### src/rtl/multicycle_ctrl.sv
// Multicycle MIPS control FSM: FETCH/DECODE/EXEC/MEM/WB sequencing with memory
// handshakes, multi-cycle multiply stall, illegal-opcode flag and retire counter.
module multicycle_ctrl #(
  parameter int unsigned MUL_LAT = 4,
  parameter bit          MUL_EN  = 1'b1,
  parameter int unsigned CNT_W   = 32
) (
  input  logic             clk,
  input  logic             reset,
  input  logic [31:0]      instr,
  input  logic             imem_valid,
  input  logic             dmem_ready,
  output logic             imem_req,
  output logic             dmem_req,
  output logic             dmem_we,
  output logic             fetch_en,
  output logic             decode_en,
  output logic             execute_en,
  output logic             memory_en,
  output logic             writeback_en,
  output logic             wb_sel,
  output logic             retire,
  output logic             illegal,
  output logic [CNT_W-1:0] retired_cnt
);

  typedef enum logic [2:0] {S_FETCH, S_DECODE, S_EXEC, S_MEM, S_WB} state_t;

  localparam logic [5:0] OP_RTYPE = 6'b000000;
  localparam logic [5:0] OP_J     = 6'b000010;
  localparam logic [5:0] OP_BEQ   = 6'b000100;
  localparam logic [5:0] OP_BNE   = 6'b000101;
  localparam logic [5:0] OP_ADDI  = 6'b001000;
  localparam logic [5:0] OP_ORI   = 6'b001101;
  localparam logic [5:0] OP_LUI   = 6'b001111;
  localparam logic [5:0] OP_LW    = 6'b100011;
  localparam logic [5:0] OP_SW    = 6'b101011;
  localparam logic [5:0] FN_MULT  = 6'b011000;

  state_t      state, nxt;
  logic [31:0] ir;
  logic [3:0]  exec_cnt;
  logic [5:0]  op, funct;
  logic        is_nop, is_j, is_mult, is_branch, is_lw, is_sw, known, is_illegal, is_skip;

  assign op    = ir[31:26];
  assign funct = ir[5:0];

  always_comb begin
    is_nop    = (ir == '0);
    is_j      = (op == OP_J);
    is_mult   = (op == OP_RTYPE) && !is_nop && (funct == FN_MULT);
    is_branch = (op == OP_BEQ) || (op == OP_BNE);
    is_lw     = (op == OP_LW);
    is_sw     = (op == OP_SW);
    case (op)
      OP_RTYPE, OP_J, OP_BEQ, OP_BNE, OP_ADDI,
      OP_ORI, OP_LUI, OP_LW, OP_SW: known = 1'b1;
      default:                      known = 1'b0;
    endcase
    is_illegal = !known || (is_mult && !MUL_EN);
    is_skip    = is_nop || is_j || is_illegal;
  end

  always_comb begin
    nxt = state;
    case (state)
      S_FETCH:  if (imem_valid) nxt = S_DECODE;
      S_DECODE: nxt = is_skip ? S_FETCH : S_EXEC;
      S_EXEC: begin
        if (exec_cnt == '0) begin
          if (is_branch)          nxt = S_FETCH;
          else if (is_lw || is_sw) nxt = S_MEM;
          else                    nxt = S_WB;
        end
      end
      S_MEM:    if (dmem_ready) nxt = is_sw ? S_FETCH : S_WB;
      S_WB:     nxt = S_FETCH;
      default:  nxt = S_FETCH;
    endcase
  end

  // Retire marks the exit cycle of whichever state ends the instruction.
  assign retire = ((state == S_DECODE) && (is_nop || is_j))
                || ((state == S_EXEC) && (exec_cnt == '0) && is_branch)
                || ((state == S_MEM) && dmem_ready && is_sw)
                || (state == S_WB);
  assign illegal = (state == S_DECODE) && is_illegal;

  // Stage enables and memory strobes are registered from the next state so they
  // switch together with the state register.
  always_ff @(posedge clk or posedge reset) begin
    if (reset) begin
      state        <= S_FETCH;
      ir           <= '0;
      exec_cnt     <= '0;
      fetch_en     <= 1'b1;
      decode_en    <= 1'b0;
      execute_en   <= 1'b0;
      memory_en    <= 1'b0;
      writeback_en <= 1'b0;
      imem_req     <= 1'b1;
      dmem_req     <= 1'b0;
      dmem_we      <= 1'b0;
      wb_sel       <= 1'b0;
      retired_cnt  <= '0;
    end else begin
      state        <= nxt;
      fetch_en     <= (nxt == S_FETCH);
      decode_en    <= (nxt == S_DECODE);
      execute_en   <= (nxt == S_EXEC);
      memory_en    <= (nxt == S_MEM);
      writeback_en <= (nxt == S_WB);
      imem_req     <= (nxt == S_FETCH);
      dmem_req     <= (nxt == S_MEM);
      dmem_we      <= (nxt == S_MEM) && is_sw;
      if (nxt == S_WB) wb_sel <= is_lw;
      if ((state == S_FETCH) && imem_valid) ir <= instr;
      if (state == S_DECODE)
        exec_cnt <= is_mult ? 4'(MUL_LAT - 1) : '0;
      else if ((state == S_EXEC) && (exec_cnt != '0))
        exec_cnt <= exec_cnt - 4'd1;
      if (retire) retired_cnt <= retired_cnt + CNT_W'(1);
    end
  end

endmodule

### config.mk
export PLATFORM = sky130hd
export DESIGN_NAME = multicycle_ctrl
export DESIGN_NICKNAME = d
export VERILOG_FILES = /design/src/rtl/multicycle_ctrl.sv
export SDC_FILE = /design/constraint.sdc
export NUM_CORES = 1
export LEC_CHECK = 0
export BUFFER_PORTS_ARGS = -buffer_cell sky130_fd_sc_hd__buf_4
export CORE_AREA = 2 2 71 123
export CTS_CLUSTER_SIZE = 40
export DETAILED_ROUTE_END_ITERATION = 7
export DIE_AREA = 0 0 73 125
export PLACE_DENSITY = 0.67
export REMOVE_ABC_BUFFERS = 1
export SLEW_MARGIN = 5
export SYNTH_ARGS = -nofsm -noshare
export SYNTH_HDL_FRONTEND = slang
export SYNTH_SLANG_ARGS = --single-unit
### constraint.sdc
create_clock -name clk -period 2.1 [get_ports clk]
set_input_delay 0.315 -clock clk [delete_from_list [all_inputs] [get_ports clk]]
set_output_delay 0.315 -clock clk [all_outputs]
set_load 0.1 [all_outputs]
* Word-level counts from Yosys, hierarchy flattened
Index checks and enable logic that the tools add are counted.
** Cells by class
- Add/subtract/negate cells :: 2
- Equality and inequality tests :: 17
- Mux-type cells :: 12
- Reduce and logical (&&, ||, !) cells :: 28
** Operators with widths (count)
- 32-bit by 1-bit adder with 32-bit output, second input constant :: 1
- 32-bit zero test :: 1
- 6-bit by 4-bit == test with 1-bit output, second input constant :: 3
- 3-bit two-way mux :: 6
- 3-bit by 2-bit == test with 1-bit output, second input constant :: 4
- 6-bit by 3-bit == test with 1-bit output, second input constant :: 2
- 6-bit == test, second input constant :: 2
- 3-bit case mux with 4 select lines :: 1
- 1-bit logical AND :: 11
- 9-bit OR reduction :: 1
- 4-bit two-way mux :: 2
- 1-bit logical OR :: 7
- 3-bit by 1-bit == test with 1-bit output, second input constant :: 2
- 3-bit == test, second input constant :: 2
- 6-bit by 2-bit == test with 1-bit output, second input constant :: 1
- 6-bit by 5-bit == test with 1-bit output, second input constant :: 1
- 3-bit zero test :: 2
- 6-bit zero test :: 1
- 4-bit zero test :: 1
- 2-bit two-way mux :: 2
- 4-bit nonzero test :: 1
- 4-bit by 1-bit subtractor with 4-bit output, second input constant :: 1
- 1-bit zero test :: 2
- 2-bit nonzero test :: 1
- 1-bit two-way mux :: 1
** Word-level totals
- Bits in registers :: 78
- Output and inout bits :: 43
- Word-level logic and storage cells :: 70

* Logic depth before layout (Yosys ltp)
- Word-level depth :: 9
- Depth in mapped cells :: 9
- Gate-level depth less buffers :: 8

* Least setup slack after synthesis
OpenSTA, ideal clock, no wires.
- Kind :: register -> register
- From :: register retired_cnt[2]
- To :: register retired_cnt[31]
- Library setup time :: 0.158 ns
- Data arrival time :: 2.438 ns
- Data required time :: 1.942 ns
- Setup slack :: -0.496 ns
- Cell stages (with the launch flop) :: 7
- Buffers on the path :: 0
- Period minus slack after synthesis :: 2.596 ns
- Cells stage by stage :: dfrtp_1 -> and4_4 -> nand4_4 -> nor4_4 -> and4_1 -> nand4_1 -> xnor2_1
** Between the ends
- Word-level cells in the longest chain between the ends :: 1
** RTL lines
- start, declared :: RTL line 24 : output logic [CNT_W-1:0] retired_cnt
- start signal, assigned :: RTL line 123 : if (retire) retired_cnt <= retired_cnt + CNT_W'(1);
- 32-bit by 1-bit adder with 32-bit output :: RTL line 123
Every way passes these cells.
A chain may end at the register's enable or synchronous reset.

* Worst setup path in the final report
- From :: register ir[28]
- To :: output illegal
** Between the ends
- Word-level cells in the longest chain between the ends :: 5
** RTL lines
- start, declared :: RTL line 41 : logic [31:0] ir;
- start signal, assigned :: RTL line 118 : if ((state == S_FETCH) && imem_valid) ir <= instr;
- 6-bit by 2-bit == test with 1-bit output, or another cell as far along :: RTL line 56 : case (op)
- 9-bit OR reduction (*) :: RTL line 56
- 1-bit two-way mux (*) :: RTL line 56
- 1-bit zero test (*) :: RTL line 61 : is_illegal = !known || (is_mult && !MUL_EN);
- 1-bit logical AND (*) :: RTL line 88 : assign illegal = (state == S_DECODE) && is_illegal;
- end, declared :: RTL line 23 : output logic illegal,
Every way passes the cells marked *; elsewhere a longest branch is shown, timed or not.

==> metrics.yaml <==
setup_path:
  reg2reg_to: "retired_cnt[1]"
  crit_path_max_fanout: 4
  path_buf_inv: 1
  critical_path.slowest_cell: "dfrtp_1"
  cp_data_arrival_time_ns: 1.79
  end_kind: "output port"
  cp.depth: 5
  cp-start-kind: "flop"
  worst-setup-path-type: "reg2out"
  reg2reg_depth: 9
  path_cells: "or3_1 > o211a_1 > o31ai_2 > nor2b_1 > buf_6"
  required_ns: 1.78
  cpLargestDelayFamily: "simple AND/OR/NAND/NOR gates"
  rrSetupSlack_ns: 0.08
  critPathMaxStageDelay_ns: 0.40
  r2r-start: "exec_cnt[0]"
  crit_start: "ir[28]"
floorplanning:
  std_cell_rows: 44
  coreArea_um2: 8200
  dieArea_um2: 9130
  start_util_pct: 43.6
  die_x_um: 73
  die_y_um: 125
  io_pins: 79
synthesis:
  syn_area_um2: 3580
  synth_enable_flop_cells: 0
  synth_ff_type: "dfrtp_1"
  async_flop_share_pct: 100
  synth.distinct_cells: 49
  ys_seq_area_share_pct: 54.6
  synth_cells: 287
  syn_avg_cell_area_um2: 12.5
  yosysWarnings: 0
  ys_ff_latch: 78
pwr:
  seqPwrFrac_pct: 37.1
  clkPwrFrac_pct: 23.7
  switching_power_mw: 2.29
  vdd.ir_drop.worst_mv: 1.04
  p_per_area_nw_per_um2: 1290
  leakage_nw: 2.20
  power_frac_comb_pct: 39.1
  cell_internal_pwr_mw: 3.90
  p_total_mw: 6.18
  swShare_pct: 37.0
cts:
  clock_latency_ns: 0.33
  htreeDepth: 3
  cts_buffers: 9
  cts_sinks: 78
  cts_buffer_depth: 2
  tritoncts: "yes"
  clkTransAtPathRegs_ns: 0.06
  root_buffer: "clkbuf_16"
  hold_buffers: 0
routing:
  drt_drc_violations_left: 0
  wl_per_cell_um: 16.4
  firstDrtPassIters: 4
  viasPerCell: 5.55
  first_iter_violations: 141
  routed_wirelength_mm: 7.96
  via_count: 2695
  postRouteAntennaNets: 0
place:
  portBuffers: 78
  place_ws_ns: 0.0520
  routabilityCongestion: 0.845
  dp_hpwl_mm: 5.63
  placed_area_um2: 4360
sta:
  slew_headroom_pct: 57.6
  fin_crit_sh_pct: 100
  hold_viol: 0
  whs_ns: 0.0732
  finalMaxSlewViolations: 0
  clock_skew_ns: 0.00668
  fin_crit_ns: 2.11
  setup_viol: 1
  max_freq_mhz: 475
  fin_ws_ns: -0.00627
  rsz0062_at_grt: "yes"
  tightest_slew_ns: 0.636
  finalSetupTns_ns: -0.00627
global_routing:
  grt-ovfl-total: 0
  antenna_found_initial: 0
  first_global_vias: 2659
  grt_usage_pct: 18.1
  grt_max_degree: 79
  grt_first_pass_wirelength_mm: 12.7
run_status:
  status: "complete, but fails checks"
  violations: "negative setup slack"
finish:
  layout_common_cells: "buf_4 (100), dfrtp_1 (76), mux2_2 (34), xnor2_1 (30), nand4_1 (17)"
  fin_area_um2: 4780
  nets: 428
  layout-drive-gt1-share_pct: 44.7
  area_delta_synth_final_pct: 33.6
  diodes: 0
  layout_commonest_cell: "buf_4"
run:
  maxCapViolCount: 0
min_path:
  hp-class: "in2async"
==> per-stage QoR <==
| step | util [%] | std cells |
|---|---|---|
| floorplan | - | 274 |
| global placement | 53.2 | 463 |
| detailed placement | 53.2 | 463 |
| CTS | 58.2 | 486 |
| global route | 58.3 | 486 |
| finish | 58.3 | 486 |
==> registers in the layout, indices dropped and copies added, names as in the netlist <==
| signal | flops |
|---|---|
| retired_cnt | 32 |
| dmem_we | 1 |
| memory_en | 1 |
| ir | 32 |
| fetch_en | 1 |
| execute_en | 1 |
| writeback_en | 1 |
| decode_en | 1 |
| wb_sel | 1 |
| state | 3 |
| exec_cnt | 4 |
==> what timing repair did <==
item | 4_1_cts | 5_1_grt
gates resized for setup | 18 | 2
endpoints found under the setup margin | 2 | 5
cloned | 0 | 0
buffers inserted | 7 | 0
pin swaps | 4 | 2
==> worst min-delay path: stages <==
cell and delay, ns:
buf_4 0.11, inv_2 0.05, buf_12 0.34
==> layout make-up <==
class	count	area [um^2]
Clock inverter	2	35.0
Timing Repair Buffer	104	822
Fill cell	674	3420
Clock buffer	14	244
Inverter	4	15.0
Multi-Input combinational cell	192	1600
Sequential cell	78	1950
Tap cell	92	115
==> synthesized netlist by cell type (2+ instances only) <==
cell type   n  area [um^2]
mux2_2     34          383
and3_1     12         75.1
nor2b_1     5         31.3
and2_1      5         31.3
xor2_1      3         26.3
a32o_1      2         20.0
dfrtp_1    77         1930
nand3_2     2         20.0
ha_1        3         37.5
buf_2       5         25.0
buf_4       2         15.0
nand2_1     7         26.3
nor4_1      6         37.5
nand4_1    17          106
nor2_1     13         48.8
nand4b_1    2         17.5
nand2b_1    2         12.5
a21oi_1     3         15.0
clkbuf_1    2         7.51
buf_6       4         45.0
and4_1      4         35.0
nor3_1      3         15.0
xnor2_1    30          263
nand3_1    16         80.1
inv_1       4         15.0
==> how the worst max path moves through the flow <==
| stage | end | slack (ns) |
|---|---|---|
| 6_report | illegal | -0.006 |
| 4_1_cts | retire | 0.002 |
| 3_3_place_gp | retired_cnt[1] | 0.07 |
| 5_1_grt | retire | -0.07 |
| 2_1_floorplan | retired_cnt[31] | -0.50 |
| 3_5_place_dp | retired_cnt[1] | 0.05 |
==> per-layer routing <==
| metal | global-route usage, % | vias to the layer above | share of wire (%) |
|---|---|---|---|
| met5 | 0 | - | 0 |
| met4 | 11.4 | 0 | 4.4 |
| met3 | 3.79 | 24 | 4.6 |
| met2 | 29.5 | 91 | 52 |
| met1 | 20.9 | 1334 | 39 |
| li1 | - | 1246 | - |
==> power groups by stage <==
stage | Clock, mW | Combinational, mW | Sequential [mW]
after floorplan | 0 | 1.11 | 2.71
after global placement | 0 | 2.19 | 2.26
after detailed placement | 0 | 2.24 | 2.28
after CTS | 1.51 | 2.42 | 2.28
after global routing | 1.58 | 2.58 | 2.34
final | 1.47 | 2.42 | 2.30
==> kinds of logic (layout without fill, tap and decap cells) <==
family,count (synthesis),in the layout,synth area share [%]
compound gates,18,18,4.27
xor+xnor,33,33,8.08
fa+ha+maj,3,3,1.05
buf+inv,17,124,3.01
flops,78,78,54.6
mux,34,34,10.7
simple gates,104,104,18.3
Power figures use the tool's default switching activity.
